### src/rtl/fibo_stream.sv
// fibo_stream: Fibonacci-style sequence source on a valid/ready stream.
// Element a is presented on out_data. Each accepted element advances the
// pair (a, b) to (b, a+b). The mode chosen at start decides what happens
// when the W-bit sum carries out: wrap, saturate, or finish the stream.
module fibo_stream #(
  parameter int unsigned W     = 8,
  parameter int unsigned IDX_W = 16,
  parameter logic [W-1:0] SEED0 = '0,
  parameter logic [W-1:0] SEED1 = {{(W-1){1'b0}}, 1'b1}
) (
  input  logic             clk,
  input  logic             rst,
  input  logic             load,
  input  logic [W-1:0]     load_a,
  input  logic [W-1:0]     load_b,
  input  logic             start,
  input  logic [1:0]       mode,
  output logic             out_valid,
  input  logic             out_ready,
  output logic [W-1:0]     out_data,
  output logic [IDX_W-1:0] out_idx,
  output logic             ovf
);

  // FSM encoding
  localparam logic [1:0] ST_IDLE = 2'd0;
  localparam logic [1:0] ST_RUN  = 2'd1;
  localparam logic [1:0] ST_LAST = 2'd2;
  localparam logic [1:0] ST_HALT = 2'd3;

  // Overflow handling modes; the reserved code 3 falls through to wrap
  localparam logic [1:0] MODE_WRAP = 2'd0;
  localparam logic [1:0] MODE_SAT  = 2'd1;
  localparam logic [1:0] MODE_STOP = 2'd2;

  logic [1:0]       state_p0;
  logic [1:0]       mode_p0;
  logic [W-1:0]     a_p0;
  logic [W-1:0]     b_p0;
  logic [IDX_W-1:0] idx_p0;
  logic             ovf_p0;

  logic [W:0]       sum;
  logic             carry;
  logic             xfer;
  logic [W-1:0]     b_next;
  logic [IDX_W-1:0] idx_inc;

  // Wrapped W-bit result of the widened sum.
  function automatic logic [W-1:0] wrap_f(input logic [W:0] s);
    return s[W-1:0];
  endfunction

  // Saturated W-bit result: all-ones whenever the sum carried out.
  function automatic logic [W-1:0] sat_f(input logic [W:0] s);
    return s[W] ? {W{1'b1}} : s[W-1:0];
  endfunction

  // Successor of b for the active overflow mode. In stop mode b is frozen
  // so the final element presented from LAST is the last valid term.
  function automatic logic [W-1:0] next_b_f(input logic [W:0]   s,
                                            input logic [W-1:0] b_cur,
                                            input logic [1:0]   m);
    logic [W-1:0] r;
    r = wrap_f(s);
    if (s[W]) begin
      case (m)
        MODE_SAT:  r = sat_f(s);
        MODE_STOP: r = b_cur;
        default:   r = wrap_f(s);
      endcase
    end
    return r;
  endfunction

  // Next-term arithmetic and handshake decode
  always_comb begin
    sum     = {1'b0, a_p0} + {1'b0, b_p0};
    carry   = sum[W];
    xfer    = out_valid && out_ready;
    b_next  = next_b_f(sum, b_p0, mode_p0);
    idx_inc = idx_p0 + {{(IDX_W-1){1'b0}}, 1'b1};
  end

  // Sequence state, index, overflow flag and FSM; rst > load > start/transfer
  always_ff @(posedge clk) begin
    if (rst) begin
      state_p0 <= ST_IDLE;
      mode_p0  <= MODE_WRAP;
      a_p0     <= SEED0;
      b_p0     <= SEED1;
      idx_p0   <= '0;
      ovf_p0   <= 1'b0;
    end else if (load) begin
      a_p0   <= load_a;
      b_p0   <= load_b;
      idx_p0 <= '0;
      ovf_p0 <= 1'b0;
      if (start) begin
        state_p0 <= ST_RUN;
        mode_p0  <= mode;
      end else begin
        state_p0 <= ST_IDLE;
      end
    end else begin
      case (state_p0)
        ST_IDLE: begin
          if (start) begin
            state_p0 <= ST_RUN;
            mode_p0  <= mode;
          end
        end
        ST_RUN: begin
          if (xfer) begin
            a_p0   <= b_p0;
            b_p0   <= b_next;
            idx_p0 <= idx_inc;
            if (carry) begin
              ovf_p0 <= 1'b1;
              if (mode_p0 == MODE_STOP) begin
                state_p0 <= ST_LAST;
              end
            end
          end
        end
        ST_LAST: begin
          if (xfer) begin
            a_p0     <= b_p0;
            idx_p0   <= idx_inc;
            state_p0 <= ST_HALT;
          end
        end
        default: begin
          // HALT: everything holds until load or rst
          state_p0 <= ST_HALT;
        end
      endcase
    end
  end

  // Outputs come straight from registers; no input reaches them combinationally
  always_comb begin
    out_valid = (state_p0 == ST_RUN) || (state_p0 == ST_LAST);
    out_data  = a_p0;
    out_idx   = idx_p0;
    ovf       = ovf_p0;
  end

endmodule
### config.mk
export PLATFORM = sky130hd
export DESIGN_NAME = fibo_stream
export DESIGN_NICKNAME = d
export VERILOG_FILES = /design/src/rtl/fibo_stream.sv
export SDC_FILE = /design/constraint.sdc
export NUM_CORES = 1
export LEC_CHECK = 0
export BUFFER_PORTS_ARGS = -buffer_cell sky130_fd_sc_hd__buf_2
export CELL_PAD_IN_SITES_DETAIL_PLACEMENT = 0
export CELL_PAD_IN_SITES_GLOBAL_PLACEMENT = 1
export CORE_MARGIN = 4
export CORE_UTILIZATION = 44
export CTS_BUF_LIST = sky130_fd_sc_hd__clkbuf_8
export CTS_CLUSTER_SIZE = 28
export DETAILED_ROUTE_END_ITERATION = 12
export PLACE_DENSITY_LB_ADDON = 0.3
export SYNTH_ARGS = -nofsm -noshare
export SYNTH_HDL_FRONTEND = slang
export SYNTH_SLANG_ARGS = --single-unit
### constraint.sdc
create_clock -name clk -period 3.85 [get_ports clk]
set_input_delay 0.77 -clock clk [delete_from_list [all_inputs] [get_ports clk]]
set_output_delay 0.77 -clock clk [all_outputs]
set_load 0.03 [all_outputs]
==> metrics, run 1 <==
synth top area cells=dfxtp_1 (34%), ha_1 (7.4%), a21oi_1 (7.1%); Initial Util=45.78%; clock sinks=37; Critical-path top delay cell=fa_1; Vias/cell=5.371; Layout Skew=4.558 ps; die area=6172 sq um; FFs w/ async S/R, synth=0%; Avg Cell Area, Syn=about 8 sq um; Achievable Freq=0.4063 GHz; Yosys cell types=50; status=finished, final reports clean; Critical Path Source Type=flop; EDFF count, synth=0; crit share post-route=63.93%; Critical Path Fanout Max=12; hpwl dp=a little under 4000 um; # nets final=353; 1st-iter DRT viols=76; CP Data Required Time=between 4000 and 5000 ps; largest net degree at the start of global routing=40; CP peak stage delay=390 ps; Setup TNS=0 ps; critical path endpoint category=flop; Synth Warn #=0; first-pass GRT wire length=9591 um; share of layout cells above drive strength 1=18.67%; diode count=0; Synth top area share=33.81%; RSZ-0062 raised after global routing=no; clock latency on the worst-skew pair=290 ps; Static Leak=1.135 nW; prevailing post-synth register cell=dfxtp_1; Slew headroom=52.53%; drt first pass iters=4; Final setup viols=0; Synth Register Bits=37; sequential area share after synthesis=33.81%; post_cts resized=0; Placed Cells incl. Taps=between 300 and 400; Setup CP Type=flop to flop; Core ar.=4786 sq um; die height=78.57 um; area leader, netlist=dfxtp_1; gr ovfl total=0; CTS max path bufs=2; Post-Synthesis Cells=273; WP data arrival=2640 ps; gr usage total=19.17%; Mapped Nets=310; Worst-Margin Slew=712.1 ps; Routed Antenna Nets=0; FP Rows=25; Tmin final=about 2500 ps; vias in the first global route=2033; Clk pin slew, worst setup/hold paths=80 ps; DRC errors left=0; die width=78.57 um; Post-Syn Area=2191 sq um; Pwr Density=between 300 and 400 nW/um^2; total CTS buffers=5; H-tree levels=2; MaxCap Viol Count=0; initial antenna violation count=0; PortBufs=48; Synth-to-Final Area Change=17.13%; post-CTS setup buffer count=0; Hold Path Class=flop to flop; Cell Chain, Critical Path=ha_1 > inv_1 > fa_1 > nor2b_1 > o221a_4 > a211o_1 > a31oi_1 > o311a_1; # IOs=slightly below 50; Worst VDD drop=around 0.00021 V; Clock Tree Root=clkbuf_8; final hold violations=0; CTS tree=built; Max Slew Vio Count=0; Wirelength per Cell=~14 um; GP Congestion=approximately 0.85; Finished Layout Cells=383; total number of vias=2057; wire length after detailed routing=5541 um; cts hold-fix bufs=0
-- critical path, delay by kind of cell, from the launching register on --
family	cells	cell delay, ps
AOI/OAI and AO/OA	4	1150
adders and majority gates	2	580
buffers and inverters	1	60
DFF	1	350
and+or+nand+nor	1	200
-- per-stage QoR --
stage	util (%)	setup WS, ps	hold slack, ps	power, W	cell area, sq um
after global routing	53.62	1164	522.7	0.0009620	2566
after CTS	53.62	1373	493.3	0.0009218	2566
after global placement	51.45	1404	479.3	0.0005890	2462
after floorplan	-	1478	457.2	0.0005433	2191
after detailed placement	51.45	1389	476.1	0.0005897	2462
final	53.62	1389	488.6	0.0009171	2566
-- where the power goes --
part / switching (W) / leakage, nW / internal, W
Clock: 0.000147 / 0.0540 / 0.000188
Sequential: 0.0000147 / 0.302 / 0.000398
Combinational: 0.000107 / 0.779 / 0.0000622
Total: 0.000268 / 1.13 / 0.000649
-- cell usage in the layout (no fill, tap or decap), drive strengths merged, types with 6 or more instances in the layout --
cell type,instances
buf,48
nand2,39
dfxtp,37
a21oi,31
nor2,28
inv,13
ha,13
xor2,8
xnor2,7
o21ai,7
a2111oi,6
-- path summary, 6_finish.rpt --
kind         slack, ps           to        start  cells past startpoint
max               1390  state_p0[0]  out_data[0]                      8
min                490  state_p0[1]  state_p0[1]                      2
max reg2reg       1390  state_p0[0]  out_data[0]                      8
min reg2reg        490  state_p0[1]  state_p0[1]                      2
-- metal layers --
| layer | part of all wire, % | up-vias | global-route usage, % |
|---|---|---|---|
| li1 | - | 1065 | - |
| met1 | 46 | 940 | 24.70 |
| met2 | 47 | 43 | 31.24 |
| met3 | 5.5 | 9 | 4.472 |
| met4 | 1.5 | 0 | 6.643 |
| met5 | 0 | - | 0 |
-- final cells by class --
type | instances | area (sq um)
clock buffers | 5 | 68.82
clock inverters | 2 | 35.03
fillers | 494 | 2220
inverters | 13 | 48.80
multi-input cells | 211 | 1349
flip-flops and latches | 37 | 740.7
well taps | 67 | 83.83
repair buffers | 48 | 240.2
-- kinds of logic after synthesis --
| group | after synthesis | share of synthesized area [%] |
|---|---|---|
| adders and majority gates | 14 | 8.338 |
| and+or+nand+nor | 99 | 20.56 |
| muxes | 4 | 1.828 |
| AOI/OAI and AO/OA | 79 | 24.84 |
| buffers and inverters | 25 | 4.626 |
| DFF | 37 | 33.81 |
| xor gates and xnor gates | 15 | 5.997 |
-- Yosys cell counts, types with 4 or more instances --
cell and number:
a2111oi_0 6, and3_1 4, clkbuf_1 10, xor2_1 8, a31oi_1 4, nand2_1 39, a21oi_1 31, inv_1 13
ha_1 13, o21ai_0 4, nand3_1 5, nor2_1 28, dfxtp_1 37, mux2i_1 4, xnor2_1 7, o211ai_1 4
or3_1 5
-- registers in the layout, indices dropped and copies added, names as in the netlist --
name      cells
mode_p0       2
ovf           1
out_idx      16
state_p0      2
out_data      8
b_p0          8
No activity file was read; power rests on OpenSTA's default activity.
==> inputs of run 2 (changes only) <==
--- a/config.mk
+++ b/config.mk
@@ -9,7 +9,7 @@
 export CELL_PAD_IN_SITES_DETAIL_PLACEMENT = 0
 export CELL_PAD_IN_SITES_GLOBAL_PLACEMENT = 1
 export CORE_MARGIN = 4
-export CORE_UTILIZATION = 44
+export CORE_UTILIZATION = 41
 export CTS_BUF_LIST = sky130_fd_sc_hd__clkbuf_8
 export CTS_CLUSTER_SIZE = 28
 export DETAILED_ROUTE_END_ITERATION = 12
==> constraint.sdc (replaced) <==
create_clock -name clk -period 2.4 [get_ports clk]
set_input_delay 0.48 -clock clk [delete_from_list [all_inputs] [get_ports clk]]
set_output_delay 0.48 -clock clk [all_outputs]
set_load 0.03 [all_outputs]
==> metrics, run 2 (synthesis results as in run 1) <==
cts hold-fix bufs=0 (unchanged); drt first pass iters=4 (unchanged); initial antenna violation count=0 (unchanged); # IOs=49 (unchanged); commonest non-fill, non-tap cell in the layout=buf_2; Worst VDD drop=0.0002944 V (+43%); post-CTS setup buffer count=0 (unchanged); RSZ-0062 raised after global routing=no; Critical-path top delay cell=a211o_4; Top delay family on crit path=compound AO/OA/AOI/OAI gates; GP Congestion=0.8966 (+5.0%); # nets final=366 (+3.7%); Hold Path Class=input pin to flop; met2 Usage GRT=28.90% (-2.3 points); gr ovfl total=0 (unchanged); Placed Area=2564 sq um (+4.1%); # fillers=550 (+11%); CP peak stage delay=370 ps (-20 ps); Initial Util=42.62% (-3.2 points); gr busiest metal=met2; Wirelength per Cell=14.76 um (+2.0%); Max Slew Vio Count=0 (unchanged); Vias/cell=5.420 (+0.92%); total CTS buffers=5 (unchanged); share of layout cells above drive strength 1=23.33% (+4.7 points); Final setup viols=0 (unchanged); Clk pin slew, worst setup/hold paths=80 ps (about the same); diode count=0 (unchanged); crit share post-route=96.33% (+32 points); Clock Tree Root=clkbuf_8; 1st-iter DRT viols=92 (+21%); DRC errors left=0 (unchanged); Worst-Margin Slew=618.8 ps (-93.29 ps); clock latency on the worst-skew pair=300 ps (about the same); CTS max path bufs=2 (unchanged); WP data arrival=2520 ps (-120 ps); Critical R2R Launch=out_data[0]; Tmin final=2312 ps (-149.5 ps); largest net degree at the start of global routing=22 (-45%); H-tree levels=2 (unchanged); Setup CP Type=flop to flop; die width=81.10 um (+3.2%); MaxCap Viol Count=0 (unchanged); Critical Path Source Type=flop; Routed Antenna Nets=0 (unchanged); Synth-to-Final Area Change=24.56%; final hold violations=0 (unchanged); WP buf/inv=2 (+1); wire length after detailed routing=5902 um (+6.5%); Worst Setup SP=out_data[0]; FP Rows=26 (+4.0%); Pwr Density=595.1 nW/um^2 (+67%); hpwl dp=4410 um (+13%); met1 Track Usage GR=26.61% (+1.9 points); Achievable Freq=0.4325 GHz (+6.5%); post_cts resized=0 (unchanged); status=finished, final reports clean; Critical Path Fanout Max=8 (-4); clock sinks=37 (unchanged); CP Data Required Time=2610 ps (-1420 ps); most frequent cells in the layout=buf_2 (48), nand2_1 (39), dfxtp_1 (37); vias in the first global route=1995 (-1.9%); die height=81.10 um (+3.2%); Layout Skew=6.469 ps (+1.911 ps); PortBufs=48 (unchanged); Core ar.=5140 sq um (+7.4%); Slew headroom=58.61% (+6.1 points); first-pass GRT wire length=9632 um (+0.43%); Finished Cell Area=2729 sq um (+6.3%); hold path start=load_a[4]; Cell Chain, Critical Path=ha_1 > inv_1 > fa_2 > nor2b_2 > o221a_4 > a211o_4 > buf_4 > a211o_1 > a221oi_2; CTS tree=built; Setup TNS=0 ps (unchanged); die area=6577 sq um (+6.6%); Static Leak=1.230 nW (+8.4%); number of flip-flops in the largest register=16 (unchanged); critical path endpoint category=flop; gr usage total=18.86% (-0.31 points); GRT met3 Usage=4.213% (-0.26 points); total number of vias=2168 (+5.4%)
run 2: final cells by class:
cell class	count	area (sq um)	share of cell area, %
Clock inverter	3	68.82	2.522
Multi-Input combinational cell	211	1376	50.44
Inverter	13	48.80	1.788
Sequential cell	37	740.7	27.14
Clock buffer	5	68.82	2.522
Tap cell	70	87.58	3.210
Timing Repair Buffer	61	337.8	12.38
run 2: power breakdown:
group          internal, W  leakage (nW)  switching, W
registers         0.000638         0.302     0.0000237
clock network     0.000418        0.0687      0.000242
logic             0.000118         0.859      0.000182
total              0.00118          1.23      0.000449
run 2: worst paths after layout:
| check | to | slack (ps) | cells past startpoint |
|---|---|---|---|
| worst min register to register | ovf | 490 | 2 |
| worst max register to register | b_p0[7] | 90 | 9 |
| worst max-delay path | b_p0[7] | 90 | 9 |
| worst min-delay path | out_data[4] | 410 | 3 |
run 2: tightest hold or removal path: cells and delay by family:
| family | cells | cell delay, ps |
|---|---|---|
| and+or+nand+nor | 1 | 70 |
| AOI/OAI and AO/OA | 1 | 50 |
| buffers and inverters | 1 | 70 |
run 2: per-stage QoR:
step	total power, W	hold WS [ps]	setup slack, ps	std cells	util [%]
5_1_grt	0.001705	423.3	5.353	400	53.09
2_1_floorplan	0.0008715	457.2	28.23	273	-
3_5_place_dp	0.0009714	473.1	83.90	392	49.88
4_1_cts	0.001639	409.2	57.79	400	52.56
6_report	0.001624	413.7	88.12	400	53.09
3_3_place_gp	0.0009713	478.9	143.0	392	49.88
run 2: routing by layer:
metal  up-vias  share of wire, %
li1       1102                 -
met1      1007                51
met2        53                43
met3         6               5.3
met4         0               1.1
met5         -                 0
